**src/rtl/riscv_pkg.sv**
```systemverilog
// Shared RV32 fetch definitions: data width, canonical NOP, default reset vector
// and the fetch FSM state encoding.
package riscv_pkg;

    localparam int XLEN = 32;

    localparam logic [XLEN-1:0] NOP_INSTR        = 32'h0000_0013;  // addi x0,x0,0
    localparam logic [XLEN-1:0] RESET_PC_DEFAULT = 32'h0000_0000;

    typedef enum logic [1:0] {
        FETCH_REQ  = 2'd0,  // request pending on the memory port
        FETCH_WAIT = 2'd1,  // one request outstanding
        FETCH_HOLD = 2'd2   // instruction buffered for decode
    } fetch_state_t;

    function automatic logic [XLEN-1:0] word_align(input logic [XLEN-1:0] addr);
        return {addr[XLEN-1:2], 2'b00};
    endfunction

endpackage

```
**src/rtl/if_stage_if.sv**
```systemverilog
// Bundle of the fetch stage's memory, redirect and decode-side signals.
// master = fetch stage, slave = its environment (memory, execute, decode).
interface if_stage_if;
    import riscv_pkg::*;

    logic            imem_req_valid;
    logic            imem_req_ready;
    logic [XLEN-1:0] imem_req_addr;
    logic            imem_rsp_valid;
    logic [XLEN-1:0] imem_rsp_data;

    logic            redirect_valid;
    logic [XLEN-1:0] redirect_pc;

    logic            id_ready;
    logic            id_valid;
    logic [XLEN-1:0] id_instr;
    logic [XLEN-1:0] id_pc;
    logic [XLEN-1:0] id_pc_plus4;

    modport master (
        output imem_req_valid, imem_req_addr,
        input  imem_req_ready, imem_rsp_valid, imem_rsp_data,
        input  redirect_valid, redirect_pc,
        input  id_ready,
        output id_valid, id_instr, id_pc, id_pc_plus4
    );

    modport slave (
        input  imem_req_valid, imem_req_addr,
        output imem_req_ready, imem_rsp_valid, imem_rsp_data,
        output redirect_valid, redirect_pc,
        output id_ready,
        input  id_valid, id_instr, id_pc, id_pc_plus4
    );

endinterface

```
**src/rtl/pc_reg.sv**
```systemverilog
// Fetch program counter: async reset to the reset vector, word-aligned load
// (redirect has priority) and +4 increment with natural 32-bit wrap.
module pc_reg
    import riscv_pkg::*;
#(
    parameter logic [XLEN-1:0] RESET_PC = RESET_PC_DEFAULT
) (
    input  logic            clk,
    input  logic            rst_n,
    input  logic            load,
    input  logic [XLEN-1:0] load_pc,
    input  logic            inc,
    output logic [XLEN-1:0] pc,
    output logic [XLEN-1:0] pc_plus4
);

    logic [XLEN-1:0] pc_q;

    // NOTE: sequential state is always written with <= so every flop samples
    // the pre-edge values, independent of block ordering.
    always_ff @(posedge clk or negedge rst_n) begin
        if (!rst_n) begin
            pc_q <= RESET_PC;
        end else if (load) begin
            pc_q <= word_align(load_pc);
        end else if (inc) begin
            pc_q <= pc_q + XLEN'(4);
        end
    end

    assign pc       = pc_q;
    assign pc_plus4 = pc_q + XLEN'(4);

endmodule

```
**src/rtl/if_stage.sv**
```systemverilog
// Instruction fetch stage: single-outstanding request FSM (REQ/WAIT/HOLD) that
// feeds a registered one-entry buffer to decode and honours execute redirects.
module if_stage
    import riscv_pkg::*;
#(
    parameter logic [XLEN-1:0] RESET_PC = RESET_PC_DEFAULT
) (
    input  logic clk,
    input  logic rst_n,
    if_stage_if.master bus
);

    fetch_state_t    state, state_d;
    logic            kill_q, kill_d;

    logic            req_active;
    logic            pc_load;
    logic            pc_inc;
    logic            capture;
    logic            buf_drop;

    logic [XLEN-1:0] pc;
    logic [XLEN-1:0] pc_plus4;

    logic            id_valid_q;
    logic [XLEN-1:0] id_instr_q;
    logic [XLEN-1:0] id_pc_q;
    logic [XLEN-1:0] id_pc_plus4_q;

    pc_reg #(.RESET_PC(RESET_PC)) u_pc_reg (
        .clk      (clk),
        .rst_n    (rst_n),
        .load     (pc_load),
        .load_pc  (bus.redirect_pc),
        .inc      (pc_inc),
        .pc       (pc),
        .pc_plus4 (pc_plus4)
    );

    always_ff @(posedge clk or negedge rst_n) begin
        if (!rst_n) begin
            state  <= FETCH_REQ;
            kill_q <= 1'b0;
        end else begin
            state  <= state_d;
            kill_q <= kill_d;
        end
    end

    // NOTE: every output of a combinational block gets a default first, so no
    // path through the case leaves it unassigned and infers a latch.
    always_comb begin
        state_d = state;
        kill_d  = kill_q;
        case (state)
            FETCH_REQ: begin
                if (bus.imem_req_ready) begin
                    state_d = FETCH_WAIT;
                    kill_d  = bus.redirect_valid;
                end
            end
            FETCH_WAIT: begin
                if (bus.imem_rsp_valid) begin
                    // A killed or concurrently redirected response is dropped.
                    state_d = (kill_q || bus.redirect_valid) ? FETCH_REQ : FETCH_HOLD;
                    kill_d  = 1'b0;
                end else if (bus.redirect_valid) begin
                    kill_d  = 1'b1;
                end
            end
            FETCH_HOLD: begin
                if (bus.redirect_valid || bus.id_ready) begin
                    state_d = FETCH_REQ;
                end
            end
            default: begin
                state_d = FETCH_REQ;
                kill_d  = 1'b0;
            end
        endcase
    end

    always_comb begin
        req_active = (state == FETCH_REQ);
        pc_load    = bus.redirect_valid;
        pc_inc     = (state == FETCH_HOLD) && bus.id_ready && !bus.redirect_valid;
        capture    = (state == FETCH_WAIT) && bus.imem_rsp_valid
                     && !kill_q && !bus.redirect_valid;
        buf_drop   = (state == FETCH_HOLD) && (bus.id_ready || bus.redirect_valid);
    end

    // NOTE: the decode buffer is reset explicitly because its reset contents
    // (NOP, pc 0) are architecturally visible on id_*.
    always_ff @(posedge clk or negedge rst_n) begin
        if (!rst_n) begin
            id_valid_q    <= 1'b0;
            id_instr_q    <= NOP_INSTR;
            id_pc_q       <= '0;
            id_pc_plus4_q <= '0;
        end else if (capture) begin
            id_valid_q    <= 1'b1;
            id_instr_q    <= bus.imem_rsp_data;
            id_pc_q       <= pc;
            id_pc_plus4_q <= pc_plus4;
        end else if (buf_drop) begin
            id_valid_q    <= 1'b0;
            id_instr_q    <= NOP_INSTR;
        end
    end

    // Reset gating keeps the request quiet while rst_n is low yet lets it
    // appear in the very first cycle after release.
    assign bus.imem_req_valid = req_active && rst_n;
    assign bus.imem_req_addr  = pc;

    assign bus.id_valid       = id_valid_q;
    assign bus.id_instr       = id_instr_q;
    assign bus.id_pc          = id_pc_q;
    assign bus.id_pc_plus4    = id_pc_plus4_q;

endmodule

```
**src/flat_wrapper.sv**
```systemverilog
// flat-port wrapper written by rule: the top's interface ports become plain ports
module if_stage_flat import riscv_pkg::*;
#(
    parameter logic [XLEN-1:0] RESET_PC = RESET_PC_DEFAULT
)
  (clk, rst_n, bus_imem_req_valid, bus_imem_req_addr, bus_imem_req_ready, bus_imem_rsp_valid, bus_imem_rsp_data, bus_redirect_valid, bus_redirect_pc, bus_id_ready, bus_id_valid, bus_id_instr, bus_id_pc, bus_id_pc_plus4);
  if_stage_if bus_i ();
  input  logic clk;
  input  logic rst_n;
  output wire logic [$bits(bus_i.imem_req_valid)-1:0] bus_imem_req_valid;
  output wire logic [$bits(bus_i.imem_req_addr)-1:0] bus_imem_req_addr;
  input wire logic [$bits(bus_i.imem_req_ready)-1:0] bus_imem_req_ready;
  input wire logic [$bits(bus_i.imem_rsp_valid)-1:0] bus_imem_rsp_valid;
  input wire logic [$bits(bus_i.imem_rsp_data)-1:0] bus_imem_rsp_data;
  input wire logic [$bits(bus_i.redirect_valid)-1:0] bus_redirect_valid;
  input wire logic [$bits(bus_i.redirect_pc)-1:0] bus_redirect_pc;
  input wire logic [$bits(bus_i.id_ready)-1:0] bus_id_ready;
  output wire logic [$bits(bus_i.id_valid)-1:0] bus_id_valid;
  output wire logic [$bits(bus_i.id_instr)-1:0] bus_id_instr;
  output wire logic [$bits(bus_i.id_pc)-1:0] bus_id_pc;
  output wire logic [$bits(bus_i.id_pc_plus4)-1:0] bus_id_pc_plus4;
  assign bus_imem_req_valid = bus_i.imem_req_valid;
  assign bus_imem_req_addr = bus_i.imem_req_addr;
  assign bus_i.imem_req_ready = bus_imem_req_ready;
  assign bus_i.imem_rsp_valid = bus_imem_rsp_valid;
  assign bus_i.imem_rsp_data = bus_imem_rsp_data;
  assign bus_i.redirect_valid = bus_redirect_valid;
  assign bus_i.redirect_pc = bus_redirect_pc;
  assign bus_i.id_ready = bus_id_ready;
  assign bus_id_valid = bus_i.id_valid;
  assign bus_id_instr = bus_i.id_instr;
  assign bus_id_pc = bus_i.id_pc;
  assign bus_id_pc_plus4 = bus_i.id_pc_plus4;
  if_stage #(.RESET_PC(RESET_PC)) u_core (.clk(clk), .rst_n(rst_n), .bus(bus_i));
endmodule
```
**config.mk**
```make
export PLATFORM = sky130hd
export DESIGN_NAME = if_stage_flat
export DESIGN_NICKNAME = d
export VERILOG_FILES = /design/src/rtl/riscv_pkg.sv /design/src/rtl/if_stage_if.sv /design/src/rtl/pc_reg.sv /design/src/rtl/if_stage.sv /design/src/flat_wrapper.sv
export SDC_FILE = /design/constraint.sdc
export NUM_CORES = 1
export LEC_CHECK = 0
export ABC_CLOCK_PERIOD_IN_PS = 2800
export BUFFER_PORTS_ARGS = -buffer_cell sky130_fd_sc_hd__buf_2
export CORE_MARGIN = 2
export CORE_UTILIZATION = 40
export DETAILED_ROUTE_END_ITERATION = 8
export PLACE_DENSITY_LB_ADDON = 0.12
export SYNTH_ARGS = -nofsm -noshare
export SYNTH_HDL_FRONTEND = slang
export SYNTH_SLANG_ARGS = --single-unit
export TNS_END_PERCENT = 20
```
**constraint.sdc**
```tcl
create_clock -name clk -period 2.8 [get_ports clk]
set_clock_uncertainty 0.15 [all_clocks]
set_input_delay 0.14 -clock clk [delete_from_list [all_inputs] [get_ports clk]]
set_output_delay 0.14 -clock clk [all_outputs]
set_load 0.01 [all_outputs]
```
Word-level counts from Yosys, hierarchy flattened

Index checks and enable logic that the tools add are counted.

Reductions and logical operators: 16
Add/sub/neg operators: 1
Equal/unequal tests: 6
Multiplexer cells: 15
Bitwise logic cells: 1

Operator list:

| operator                                                                | number |
|---|---|
| 32-bit 2-to-1 mux                                                       | 4 |
| 32-bit by 3-bit adder with 32-bit output, second input constant         | 1 |
| 2-bit 2-to-1 mux                                                        | 4 |
| 1-bit logical AND                                                       | 7 |
| 2-bit case mux with 3 select lines                                      | 1 |
| 3-bit AND reduction                                                     | 2 |
| 1-bit 2-to-1 mux                                                        | 5 |
| 2-bit inequality test, second input constant                            | 2 |
| 2-bit nonzero test                                                      | 2 |
| 3-bit inequality test, second input constant                            | 1 |
| 1-bit case mux with 3 select lines                                      | 1 |
| 2-bit by 1-bit equality test with 1-bit output, second input constant   | 1 |
| 2-bit equality test, second input constant                              | 1 |
| 1-bit zero test                                                         | 2 |
| 2-bit zero test                                                         | 1 |
| 1-bit logical OR                                                        | 2 |
| 2-bit by 1-bit inequality test with 1-bit output, second input constant | 1 |
| 1-bit inverter                                                          | 1 |

Bits of input ports: 70
Register bits after elaboration: 132
Output and inout port bits: 130

Longest topological paths before layout

Word-level depth: 5
Mapped depth: 8
Gate-level depth less buffers: 6

By module

A second synthesis with hierarchy kept.

Cells, all modules: 576
Area, all modules: 6378.6 sq um

By module, submodules not included:

| module   | area each (sq um) | cells each | times used | seq. area each (sq um) |
|---|---|---|---|---|
| if_stage | 4095.2            | 294        | 1          | 2506.2 |
| pc_reg   | 2283.4            | 282        | 1          | 750.7 |

Worst setup path before layout

Ideal clock, no wire load.

Path type: register to register
Start point: register u_core.u_pc_reg.pc_q[2], in the netlist u_core.u_pc_reg.pc[2]
End point: register u_core.u_pc_reg.pc_q[18], in the netlist u_core.u_pc_reg.pc[18]
Arrival: 1872 ps
Library setup time: 125 ps
Setup slack: 653 ps
Path buffers: 2
Cell stages (with the launch flop): 9
Cell sequence: dfrtp_1 > ha_1 > and4_1 > clkbuf_1 > and3_1 > clkbuf_1 > nand3_1 > xnor2_1 > mux2_2

Word-level cells in the longest chain between the ends: 3

RTL lines:

| what                                     | line         | text |
|---|---|---|
| start, declared                          | pc_reg.sv:17 | `logic [XLEN-1:0] pc_q;` |
| start signal, assigned                   | pc_reg.sv:25 | `pc_q <= word_align(load_pc);` |
| start signal, assigned                   | pc_reg.sv:27 | `pc_q <= pc_q + XLEN'(4);` |
| 32-bit by 3-bit adder with 32-bit output | pc_reg.sv:27 |  |
| 32-bit 2-to-1 mux                        | pc_reg.sv:26 | `end else if (inc) begin` |
| 32-bit 2-to-1 mux                        | pc_reg.sv:24 | `end else if (load) begin` |

Every way passes these cells. The select of a mux whose other input is x is not followed.
A chain may end at the register's enable or synchronous reset.

Worst setup path after layout

Start point: register u_core.state[1]
End point: register u_core.u_pc_reg.pc_q[4], in the netlist u_core.u_pc_reg.pc[4]

Word-level cells in the longest chain between the ends: 4

RTL lines:

| what                                | line           | text |
|---|---|---|
| start, declared                     | if_stage.sv:13 | `fetch_state_t state, state_d;` |
| start signal, assigned              | if_stage.sv:45 | `state <= state_d;` |
| 2-bit equality test                 | if_stage.sv:86 | `pc_inc = (state == FETCH_HOLD) && bus.id_ready && !bus.redirect_valid;` |
| 1-bit logical AND (2 in series)     | if_stage.sv:86 |  |
| 2-bit nonzero test (no source line) | --             |  |

Every way passes these cells.

==> flow_summary.yaml <==
final_layout:
  num-nets-final: 968
  drive_above_1_share: 0.282
  largest_reg_flops: 32
  fin_cells: 1094
  num_antenna_cells: 0
  final_common_cell: "nand2_1"
  area_growth_pct: 38.7
  final_core_util: 0.569
  final_cell_mix: "nand2_1 (227), buf_2 (190), dfrtp_1 (123)"
  fin_area_um2: 8260
power_and_ir_drop:
  p_per_area_nw_per_um2: 879
  finalPower_mw: 7.27
  peakVddDrop_uv: 445
  leakagePower_nw: 4.05
synthesis:
  synth-edff-count: 0
  synthCells: 668
  ys.flop_type: "dfrtp_1"
  avgSynthCellArea_um2: 8.92
  yosysSeqAreaShare: 0.530
  synth_warnings: 0
  netlist_area_um2: 5960
  ys_types: 38
  ys_ff_latch: 126
  async_flop_share: 1.00
clock_tree:
  clk_latency_ns: 0.41
  clk_path_buf_depth: 2
  numCtsBuffers: 17
  post_cts_buffers: 0
  root_buffer: "clkbuf_16"
  h-tree-depth: 4
  cts_hold_buf: 67
  clkTransAtPathRegs_ns: 0.05
  cts_tree: "built"
  clock_sinks: 126
  post_cts_resized: 0
run_status:
  status: "completed"
job:
  drv_cap: 0
placed_design:
  post-place-ws_ns: 0.416
  port_buffers: 191
  dp.cells: 995
  dpl_cell_area_um2: 6980
  place_hpwl_mm: 11.0
  gp_congestion: 0.758
timing:
  tns_ns: 0
  setup-violations-final: 0
  holdWs_ns: 0.0199
  layout_min_cycle_time_ns: 2.50
  slew_headroom: 0.530
  rsz0062_at_grt: "false"
  worst_pin_slew_ns: 0.704
  fmax_mhz: 399
  final.period_utilization: 0.894
  final.setup.worst_slack_ns: 0.297
  maxSlewViolCount: 0
  hold_viol_final: 0
global_routing:
  grt_pass1_vias: 5435
  grt_overflow: 0
  grt_antenna_before_repair: 0
  grt_usage: 0.212
  grt_pass1_wl_mm: 27.0
  grt_max_degree: 127
critical_path:
  cp-end-kind: "flip-flop"
  crit-reg2reg-launch: "u_core.state[1]"
  r2r_slack_ns: 0.30
  crit_fanout: 9
  worstSetupStartpointType: "flip-flop"
  ff2ff_path_depth: 6
  critical_path_class: "flip-flop to flip-flop"
  required_ns: 3.00
  timing.rr.end: "u_core.u_pc_reg.pc[4]"
  critical_path_arrival_ns: 2.70
drt:
  ant_nets: 0
  via_per_inst: 4.98
  wl_per_cell_um: 15.3
  first_pass_iters: 5
  drt_iter0_markers: 277
  route.detailed.drc: 0
  wl_mm: 16.8
  vias: 5452
hold_path:
  whs_path_depth: 3
  hp-class: "input pin to flip-flop"
  min_delay_worst_endpoint: "u_core.state[1]"
  holdCritStartpoint: "bus_id_ready"
floorplanning:
  rows: 44
  initial_utilization: 0.410
  die_h_um: 126
  core-area_um2: 14500
  ios: 200
  dieArea_um2: 15900
  die_x_um: 126
==> how the worst max path moves through the flow <==
stage | from | endpoint | slack (ns) | cells past startpoint
6_report | u_core.state[1] | u_core.u_pc_reg.pc[4] | 0.30 | 6
4_1_cts | u_core.state[1] | u_core.u_pc_reg.pc[4] | 0.26 | 6
3_3_place_gp | u_core.u_pc_reg.pc[2] | u_core.bus.id_pc_plus4[24] | 0.47 | 6
5_1_grt | u_core.state[1] | u_core.u_pc_reg.pc[4] | 0.11 | 6
3_5_place_dp | u_core.u_pc_reg.pc[2] | u_core.bus.id_pc_plus4[24] | 0.42 | 6
2_1_floorplan | u_core.u_pc_reg.pc[2] | u_core.u_pc_reg.pc[18] | 0.65 | 8
==> cell type report <==
class / count / area (um2)
fillers: 1342 / 6270
well taps: 184 / 230
clock buffers: 27 / 533
flip-flops and latches: 126 / 3160
inverters: 2 / 7.51
repair buffers: 267 / 1730
multi-input cells: 483 / 2530
clock inverters: 5 / 77.6
==> cell families (layout without fill, tap and decap cells) <==
kind of cell / after synthesis / count (layout) / synth area share
simple gates: 351 / 351 / 0.273
flops: 126 / 126 / 0.530
compound gates: 66 / 66 / 0.0567
buf+inv: 64 / 301 / 0.0502
xor+xnor: 57 / 57 / 0.0838
other cells: 1 / 6 / 0.000629
fa+ha+maj: 1 / 1 / 0.00210
mux: 2 / 2 / 0.00357
==> critical path, cell delays in order, from the launching register on <==
cell and delay [ns]:
dfrtp_1 0.44, nor2b_1 0.40, and2_1 0.48, nand2_1 0.12, xor2_1 0.15, o21ai_0 0.14, dlygate4sd3_1 0.56
==> Yosys cell counts (5+ instances only) <==
library cell / n / area share
and3_1: 7 / 0.0073
and4_1: 5 / 0.0073
buf_2: 14 / 0.012
buf_4: 7 / 0.0088
clkbuf_1: 38 / 0.024
dfrtp_1: 123 / 0.52
nand2_1: 228 / 0.14
nand3_1: 41 / 0.034
nand4_1: 10 / 0.010
nor2_1: 12 / 0.0076
nor3_1: 8 / 0.0067
nor3_2: 8 / 0.013
nor4_1: 7 / 0.0073
nor4_2: 6 / 0.013
o21ai_0: 34 / 0.029
o21ai_1: 28 / 0.024
xnor2_1: 46 / 0.068
xor2_1: 11 / 0.016
==> report_power, final <==
group          internal (mW)  leakage, nW  switching (mW)
clock network           1.48        0.300           0.766
registers               2.51         1.58           0.434
logic                  0.908         2.17            1.17
==> routing by layer <==
| layer | GRT usage | wire (um) | up-vias |
|---|---|---|---|
| met5 | 0 | 0 | - |
| met4 | 0.0814 | 397 | 0 |
| met3 | 0.0412 | 880 | 28 |
| met2 | 0.348 | 8160 | 177 |
| met1 | 0.280 | 7310 | 2627 |
| li1 | - | - | 2620 |
(Power assumes the default switching activity.)
